File: config.mk
export PLATFORM = sky130hd
export DESIGN_NAME = dmem_arbiter_flat
export DESIGN_NICKNAME = d
export VERILOG_FILES = /design/src/rtl/dmem_arbiter_if.sv /design/src/rtl/dmem_arbiter.sv /design/src/flat_wrapper.sv
export SDC_FILE = /design/constraint.sdc
export NUM_CORES = 1
export LEC_CHECK = 0
export CAP_MARGIN = 5
export CORE_AREA = 2 2 113 115
export CTS_BUF_LIST = sky130_fd_sc_hd__clkbuf_4 sky130_fd_sc_hd__clkbuf_8 sky130_fd_sc_hd__clkbuf_16
export CTS_CLUSTER_SIZE = 12
export DETAILED_ROUTE_END_ITERATION = 10
export DIE_AREA = 0 0 115 117
export PLACE_DENSITY = 0.85
export SLEW_MARGIN = 20
export SYNTH_ARGS = -nofsm -noshare
export SYNTH_HDL_FRONTEND = slang
export SYNTH_SLANG_ARGS = --single-unit
File: constraint.sdc
create_clock -name clk -period 5.2 [get_ports clk]
set_input_delay 1.56 -clock clk [delete_from_list [all_inputs] [get_ports clk]]
set_output_delay 1.56 -clock clk [all_outputs]
set_load 0.05 [all_outputs]
File: src/rtl/dmem_arbiter_if.sv
// dmem_arbiter_if: requester, response and memory-side signals of dmem_arbiter.
// req_lock is present only when DMEM_ARB_LOCK_EN is defined.
interface dmem_arbiter_if #(
    parameter int NUM_REQ = 2,
    parameter int ADDR_W  = 32,
    parameter int DATA_W  = 32
);
    localparam int IW = (NUM_REQ > 1) ? $clog2(NUM_REQ) : 1;
    logic [NUM_REQ-1:0]        req_valid, req_we, req_ready, rsp_valid;
    logic [NUM_REQ*ADDR_W-1:0] req_addr;
    logic [NUM_REQ*DATA_W-1:0] req_wdata;
    logic [NUM_REQ*3-1:0]      req_mask;
    logic [DATA_W-1:0]         rsp_rdata, mem_wdata, mem_rdata;
    logic [ADDR_W-1:0]         mem_addr;
    logic [2:0]                mem_mask;
    logic                      mem_wr_en, mem_rd_en, busy;
    logic [IW-1:0]             grant_id;
`ifdef DMEM_ARB_LOCK_EN
    logic [NUM_REQ-1:0]        req_lock;
`endif
    modport slave (
`ifdef DMEM_ARB_LOCK_EN
        input  req_lock,
`endif
        input  req_valid, req_we, req_addr, req_wdata, req_mask, mem_rdata,
        output req_ready, rsp_valid, rsp_rdata, mem_addr, mem_wdata, mem_mask,
               mem_wr_en, mem_rd_en, busy, grant_id
    );
    modport master (
`ifdef DMEM_ARB_LOCK_EN
        output req_lock,
`endif
        output req_valid, req_we, req_addr, req_wdata, req_mask, mem_rdata,
        input  req_ready, rsp_valid, rsp_rdata, mem_addr, mem_wdata, mem_mask,
               mem_wr_en, mem_rd_en, busy, grant_id
    );
endinterface

File: src/rtl/dmem_arbiter.sv
// dmem_arbiter: round-robin sharing of one data memory port among NUM_REQ requesters.
// Define DMEM_ARB_LOCK_EN to let a winner keep exclusive access through req_lock.
module dmem_arbiter #(
    parameter int NUM_REQ = 2,
    parameter int ADDR_W  = 32,
    parameter int DATA_W  = 32
) (
    input logic           clk,
    input logic           reset,
    dmem_arbiter_if.slave bus
);
    localparam int IW = (NUM_REQ > 1) ? $clog2(NUM_REQ) : 1;
    localparam logic [1:0] IDLE = 2'd0, ACCESS = 2'd1, RESP = 2'd2;
    logic [1:0]         r_state;
    logic [IW-1:0]      r_ptr, r_gid;
    logic               r_we;
    logic [ADDR_W-1:0]  r_addr;
    logic [DATA_W-1:0]  r_wdata, r_rdata;
    logic [2:0]         r_mask;
    logic [NUM_REQ-1:0] w_cand;
    logic [IW-1:0]      w_win;
    logic               w_found, w_locked, w_idle, w_access, w_resp;
`ifdef DMEM_ARB_LOCK_EN
    logic r_lock;
    assign w_locked = r_lock && bus.req_lock[r_gid];
    always_ff @(posedge clk) begin
        if (reset)
            r_lock <= 1'b0;
        else if (r_state == RESP)
            r_lock <= bus.req_lock[r_gid];
        else if (r_state == IDLE && !bus.req_lock[r_gid])
            r_lock <= 1'b0;
    end
`else
    assign w_locked = 1'b0;
`endif
    assign w_cand = w_locked ? (bus.req_valid & (NUM_REQ'(1) << r_gid)) : bus.req_valid;
    // Scan downward so the lowest offset from the pointer is the last, winning assignment.
    always_comb begin
        w_found = 1'b0;
        w_win   = '0;
        for (int k = NUM_REQ - 1; k >= 0; k--)
            if (w_cand[(int'(r_ptr) + k) % NUM_REQ]) begin
                w_found = 1'b1;
                w_win   = IW'((int'(r_ptr) + k) % NUM_REQ);
            end
    end
    assign w_idle   = !reset && r_state == IDLE;
    assign w_access = !reset && r_state == ACCESS;
    assign w_resp   = !reset && r_state == RESP;
    assign bus.req_ready = (w_idle && w_found) ? NUM_REQ'(1) << w_win : '0;
    assign bus.rsp_valid = w_resp ? NUM_REQ'(1) << r_gid : '0;
    assign bus.rsp_rdata = w_resp ? r_rdata : '0;
    assign bus.mem_addr  = w_access ? r_addr : '0;
    assign bus.mem_wdata = w_access ? r_wdata : '0;
    assign bus.mem_mask  = w_access ? r_mask : '0;
    assign bus.mem_wr_en = w_access && r_we;
    assign bus.mem_rd_en = w_access && !r_we;
    assign bus.busy      = r_state != IDLE;
    assign bus.grant_id  = r_gid;
    always_ff @(posedge clk) begin
        if (reset) begin
            r_state <= IDLE;
            r_ptr   <= '0;
            r_gid   <= '0;
            r_we    <= 1'b0;
            r_addr  <= '0;
            r_wdata <= '0;
            r_mask  <= '0;
            r_rdata <= '0;
        end else begin
            case (r_state)
                IDLE: if (w_found) begin
                    r_state <= ACCESS;
                    r_gid   <= w_win;
                    r_we    <= bus.req_we[w_win];
                    r_addr  <= bus.req_addr[w_win*ADDR_W +: ADDR_W];
                    r_wdata <= bus.req_wdata[w_win*DATA_W +: DATA_W];
                    r_mask  <= bus.req_mask[w_win*3 +: 3];
                    if (!w_locked)
                        r_ptr <= IW'((int'(w_win) + 1) % NUM_REQ);
                end
                ACCESS: begin
                    r_rdata <= r_we ? '0 : bus.mem_rdata;
                    r_state <= RESP;
                end
                default: r_state <= IDLE;
            endcase
        end
    end
endmodule

File: src/flat_wrapper.sv
// flat-port wrapper written by rule: the top's interface ports become plain ports
module dmem_arbiter_flat 
#(
    parameter int NUM_REQ = 2,
    parameter int ADDR_W  = 32,
    parameter int DATA_W  = 32
)
  (clk, reset, bus_req_valid, bus_req_we, bus_req_addr, bus_req_wdata, bus_req_mask, bus_mem_rdata, bus_req_ready, bus_rsp_valid, bus_rsp_rdata, bus_mem_addr, bus_mem_wdata, bus_mem_mask, bus_mem_wr_en, bus_mem_rd_en, bus_busy, bus_grant_id);
  dmem_arbiter_if #(.NUM_REQ(NUM_REQ), .ADDR_W(ADDR_W), .DATA_W(DATA_W)) bus_i ();
  input logic clk;
  input logic reset;
  input wire logic [$bits(bus_i.req_valid)-1:0] bus_req_valid;
  input wire logic [$bits(bus_i.req_we)-1:0] bus_req_we;
  input wire logic [$bits(bus_i.req_addr)-1:0] bus_req_addr;
  input wire logic [$bits(bus_i.req_wdata)-1:0] bus_req_wdata;
  input wire logic [$bits(bus_i.req_mask)-1:0] bus_req_mask;
  input wire logic [$bits(bus_i.mem_rdata)-1:0] bus_mem_rdata;
  output wire logic [$bits(bus_i.req_ready)-1:0] bus_req_ready;
  output wire logic [$bits(bus_i.rsp_valid)-1:0] bus_rsp_valid;
  output wire logic [$bits(bus_i.rsp_rdata)-1:0] bus_rsp_rdata;
  output wire logic [$bits(bus_i.mem_addr)-1:0] bus_mem_addr;
  output wire logic [$bits(bus_i.mem_wdata)-1:0] bus_mem_wdata;
  output wire logic [$bits(bus_i.mem_mask)-1:0] bus_mem_mask;
  output wire logic [$bits(bus_i.mem_wr_en)-1:0] bus_mem_wr_en;
  output wire logic [$bits(bus_i.mem_rd_en)-1:0] bus_mem_rd_en;
  output wire logic [$bits(bus_i.busy)-1:0] bus_busy;
  output wire logic [$bits(bus_i.grant_id)-1:0] bus_grant_id;
  assign bus_i.req_valid = bus_req_valid;
  assign bus_i.req_we = bus_req_we;
  assign bus_i.req_addr = bus_req_addr;
  assign bus_i.req_wdata = bus_req_wdata;
  assign bus_i.req_mask = bus_req_mask;
  assign bus_i.mem_rdata = bus_mem_rdata;
  assign bus_req_ready = bus_i.req_ready;
  assign bus_rsp_valid = bus_i.rsp_valid;
  assign bus_rsp_rdata = bus_i.rsp_rdata;
  assign bus_mem_addr = bus_i.mem_addr;
  assign bus_mem_wdata = bus_i.mem_wdata;
  assign bus_mem_mask = bus_i.mem_mask;
  assign bus_mem_wr_en = bus_i.mem_wr_en;
  assign bus_mem_rd_en = bus_i.mem_rd_en;
  assign bus_busy = bus_i.busy;
  assign bus_grant_id = bus_i.grant_id;
  dmem_arbiter #(.NUM_REQ(NUM_REQ), .ADDR_W(ADDR_W), .DATA_W(DATA_W)) u_core (.clk(clk), .reset(reset), .bus(bus_i));
endmodule
==> insert_results.sql <==
INSERT INTO impl_metrics (metric_group, metric, value, unit) VALUES
('grt', 'largest_net_degree_at_the_start_of_global_routing', '70', ''),
('die', 'die-area', '13500', 'µm²'),
('clocking', 'cts_sinks', '104', ''),
('grt', 'grt_pass1_vias', '5450', ''),
('grt', 'grt_util_all_layers', '25.9', '%'),
('clocking', 'ctsHoldBuffers', '0', ''),
('clocking', 'postCtsSetupBuffers', '0', ''),
('detailed_routing', 'vias_per_cell', '5.43', ''),
('worst_setup_path', 'critPathSlowestCell', 'sky130_fd_sc_hd__clkdlybuf4s50_1', ''),
('timing', 'max_slew_margin', '51.7', '%'),
('worst_setup_path', 'critPathLaunchType', 'input pin', ''),
('logic_synthesis', 'yosys.cell_types.count', '29', ''),
('worst_setup_path', 'worstPathArrival', '2.83', 'ns'),
('power_and_ir_drop', 'cellLeakagePower', '3.55', 'nW'),
('grt', 'grt.overflow.total', '0', ''),
('placement', 'port_buffers', '278', ''),
('timing', 'setup_skew_after_layout', '0.00610', 'ns'),
('timing', 'timing_max_transition_violations_final', '0', ''),
('clocking', 'clk_pin_slew_worst_paths', '0.07', 'ns'),
('clocking', 'cts_htree_levels', '3', ''),
('die', 'coreArea', '12300', 'µm²'),
('worst_setup_path', 'critical_path.endpoint_type', 'output port', ''),
('detailed_routing', 'route.detailed.drc', '0', ''),
('clocking', 'clock_tree.buffer_depth', '2', ''),
('logic_synthesis', 'avgSynthCellArea', '8.19', 'µm²'),
('logic_synthesis', 'area_fraction_of_the_dominant_cell_type_after_synthesis', '41.7', '%'),
('final_layout', 'drive_above_1_share', '17.2', '%'),
('final_layout', 'flow.area_growth_from_synthesis', '79.5', '%'),
('timing', 'timing.final.crit_share', '84.4', '%'),
('worst_setup_path', 'required_time_at_the_endpoint_of_the_critical_path', '3.64', 'ns'),
('die', 'floorplan.die.width', '115', 'µm'),
('detailed_routing', 'initial_drt_pass_iterations', '5', ''),
('die', 'num_rows', '41', ''),
('outcome', 'outcome', 'completed', ''),
('detailed_routing', 'dr_total_vias', '5467', ''),
('clocking', 'cts_buffers', '9', ''),
('worst_setup_path', 'critPathBufInv', '2', ''),
('logic_synthesis', 'ys_top_cells_by_area', 'sky130_fd_sc_hd__dfxtp_1 42%, sky130_fd_sc_hd__and2_1 13%, sky130_fd_sc_hd__a221o_1 9.0%, sky130_fd_sc_hd__nand3b_1 4.8%, sky130_fd_sc_hd__nor3_1 4.6%', ''),
('timing', 'grt_setup_unrepaired', 'no', ''),
('worst_setup_path', 'timing.setup.critical_path_class', 'in2out', ''),
('timing', 'slew_at_the_pin_closest_to_its_max_slew_limit', '0.723', 'ns'),
('timing', 'fin_setup_tns', '0', 'ns'),
('die', 'initial_core_util', '40.6', '%'),
('grt', 'initial_antenna_violation_count', '0', ''),
('logic_synthesis', 'sequential_share_of_the_synthesized_area', '41.7', '%'),
('power_and_ir_drop', 'vdd_ir_drop_max', '0.000145', 'V'),
('logic_synthesis', 'synth_fp_nets', '782', ''),
('logic_synthesis', 'netlist.top_cell.by_area', 'sky130_fd_sc_hd__dfxtp_1', ''),
('clocking', 'tritoncts_clock_tree', 'yes', ''),
('placement', 'detailed_place_hpwl', '12500', 'µm'),
('detailed_routing', 'drc_marker_count_from_the_first_detailed_route_iteration', '509', ''),
('timing', 'setup-violations-final', '0', ''),
('worst_setup_path', 'worst_path_dominant_cell_family', 'buffers and inverters', ''),
('timing', 'min_period', '4.39', 'ns'),
('detailed_routing', 'drt_wl_total', '17900', 'µm'),
('worst_setup_path', 'crit_chain', 'buf_2, nor3_1, clkdlybuf4s50_1', ''),
('timing', 'hold_violations', '0', ''),
('logic_synthesis', 'synthCells', '610', ''),
('detailed_routing', 'drt-wirelength-per-cell', '17.8', 'µm'),
('power_and_ir_drop', 'cellPowerDensity', '230', 'nW/µm²'),
('final_layout', 'filler_cell_count', '878', ''),
('logic_synthesis', 'yosysWarnings', '0', ''),
('logic_synthesis', 'mapped_area', '4990', 'µm²'),
('logic_synthesis', 'register_bit_count_reported_by_yosys', '104', ''),
('clocking', 'cts.root.buffer_cell', 'sky130_fd_sc_hd__clkbuf_16', ''),
('clocking', 'cts_resized', '0', ''),
('placement', 'routabilityCongestion', '0.788', ''),
('worst_setup_path', 'path_max_fanout', '9', ''),
('die', 'pin_count', '279', ''),
('grt', 'grt_pass1_wl', '27400', 'µm'),
('timing', 'achievable-frequency', '0.228', 'GHz'),
('run', 'cap_violations', '0', ''),
('final_layout', 'num-nets-final', '1024', ''),
('die', 'fp.dieH', '117', 'µm'),
('clocking', 'worst_skew_pair.late_latency', '0.34', 'ns'),
('final_layout', 'post-route-util', '72.8', '%'),
('detailed_routing', 'drtAntennaViolNets', '0', ''),
('final_layout', 'count_of_antenna_diodes_in_the_layout', '0', ''),
('worst_setup_path', 'timing.critical_path.slowest_cell_delay', '0.85', 'ns'),
('min_path', 'worst_hold_path_type', 'reg2reg', '');
## registers in the layout, indices dropped and copies added (netlist names)
signal / flops
u_core.r_state: 2
u_core.bus.grant_id: 1
u_core.r_ptr: 1
u_core.r_wdata: 32
u_core.r_mask: 3
u_core.r_addr: 32
u_core.r_we: 1
u_core.r_rdata: 32
## layout by cell type (no fill, tap or decap), types with 32 or more instances in the layout
cell and n:
sky130_fd_sc_hd__and2_1 101, sky130_fd_sc_hd__a221o_1 45, sky130_fd_sc_hd__nor3_1 46, sky130_fd_sc_hd__buf_12 87, sky130_fd_sc_hd__buf_4 33, sky130_fd_sc_hd__nand3b_1 32, sky130_fd_sc_hd__a21oi_1 32, sky130_fd_sc_hd__inv_1 45
sky130_fd_sc_hd__nand2_1 32, sky130_fd_sc_hd__dfxtp_1 104, sky130_fd_sc_hd__clkdlybuf4s50_1 173
## path summary, 6_finish.rpt
kind / start / to / slack (ns) / cells after the start
setup / recovery: reset / bus_mem_rd_en / 0.81 / 3
hold / removal: u_core.r_rdata[31]$_SDFFE_PP0N_ / u_core.r_rdata[31]$_SDFFE_PP0N_ / 0.45 / 2
setup reg to reg: u_core.r_state[1]$_SDFFE_PP0P_ / u_core.r_wdata[24]$_SDFFE_PP0P_ / 2.94 / 5
hold reg to reg: u_core.r_rdata[31]$_SDFFE_PP0N_ / u_core.r_rdata[31]$_SDFFE_PP0N_ / 0.45 / 2
## layout make-up
cell class	count	area (µm²)	share of cell area [%]
clock inverters	4	28.8	0.321
inverters	46	173	1.93
repair buffers	294	3730	41.6
multi-input cells	397	2510	28.0
clock buffers	12	260	2.90
flip-flops and latches	104	2080	23.2
well taps	150	188	2.09
## worst register-to-register path, delay by kind of cell, from the launching register on
| kind | cells | cell delay [ns] |
|---|---|---|
| flops | 1 | 0.37 |
| compound gates | 2 | 0.89 |
| simple gates | 1 | 0.12 |
| buf+inv | 2 | 0.78 |
## per-stage QoR
step | total power, mW | setup WS, ns | instance area [µm²] | std cells | hold WS, ns
floorplan | 1.16 | 0.734 | 4990 | 610 | 0.427
global placement | 1.40 | 0.886 | 8660 | 991 | 0.433
detailed placement | 1.41 | 0.807 | 8660 | 991 | 0.440
CTS | 2.07 | 0.805 | 8950 | 1007 | 0.449
global route | 2.14 | 0.763 | 8960 | 1007 | 0.459
finish | 2.06 | 0.811 | 8960 | 1007 | 0.447
## routing by layer
metal	wire length [µm]	track usage [%]
met1	6690	29.4
met2	9080	45.8
met3	1710	7.78
met4	413	10.3
met5	0	0
## power breakdown
part           leakage [nW]  internal, mW  switching [mW]
Clock                 0.138         0.357           0.309
Combinational          2.56         0.248           0.244
Sequential            0.855         0.866          0.0384
Total                  3.55          1.47           0.591
## cell families after synthesis
logic type	after synthesis	synth area share, %
AOI/OAI and AO/OA	128	18.3
buffers and inverters	109	8.92
and+or+nand+nor	269	31.1
DFF	104	41.7
## synthesized netlist by cell type (all sizes together)
master  number
nor3b        1
o21ba        1
a31oi       23
buf         26
nand2b       2
or3          1
a21bo        1
nor3        46
clkbuf      37
inv         46
nor2         5
nand3       23
a21o         2
and2       101
nor2b        2
nand3b      32
and4b        1
o21ai       23
nand2       32
nand4       23
dfxtp      104
a21boi       1
a21oi       32
a221o       45
(Power assumes the default switching activity.)
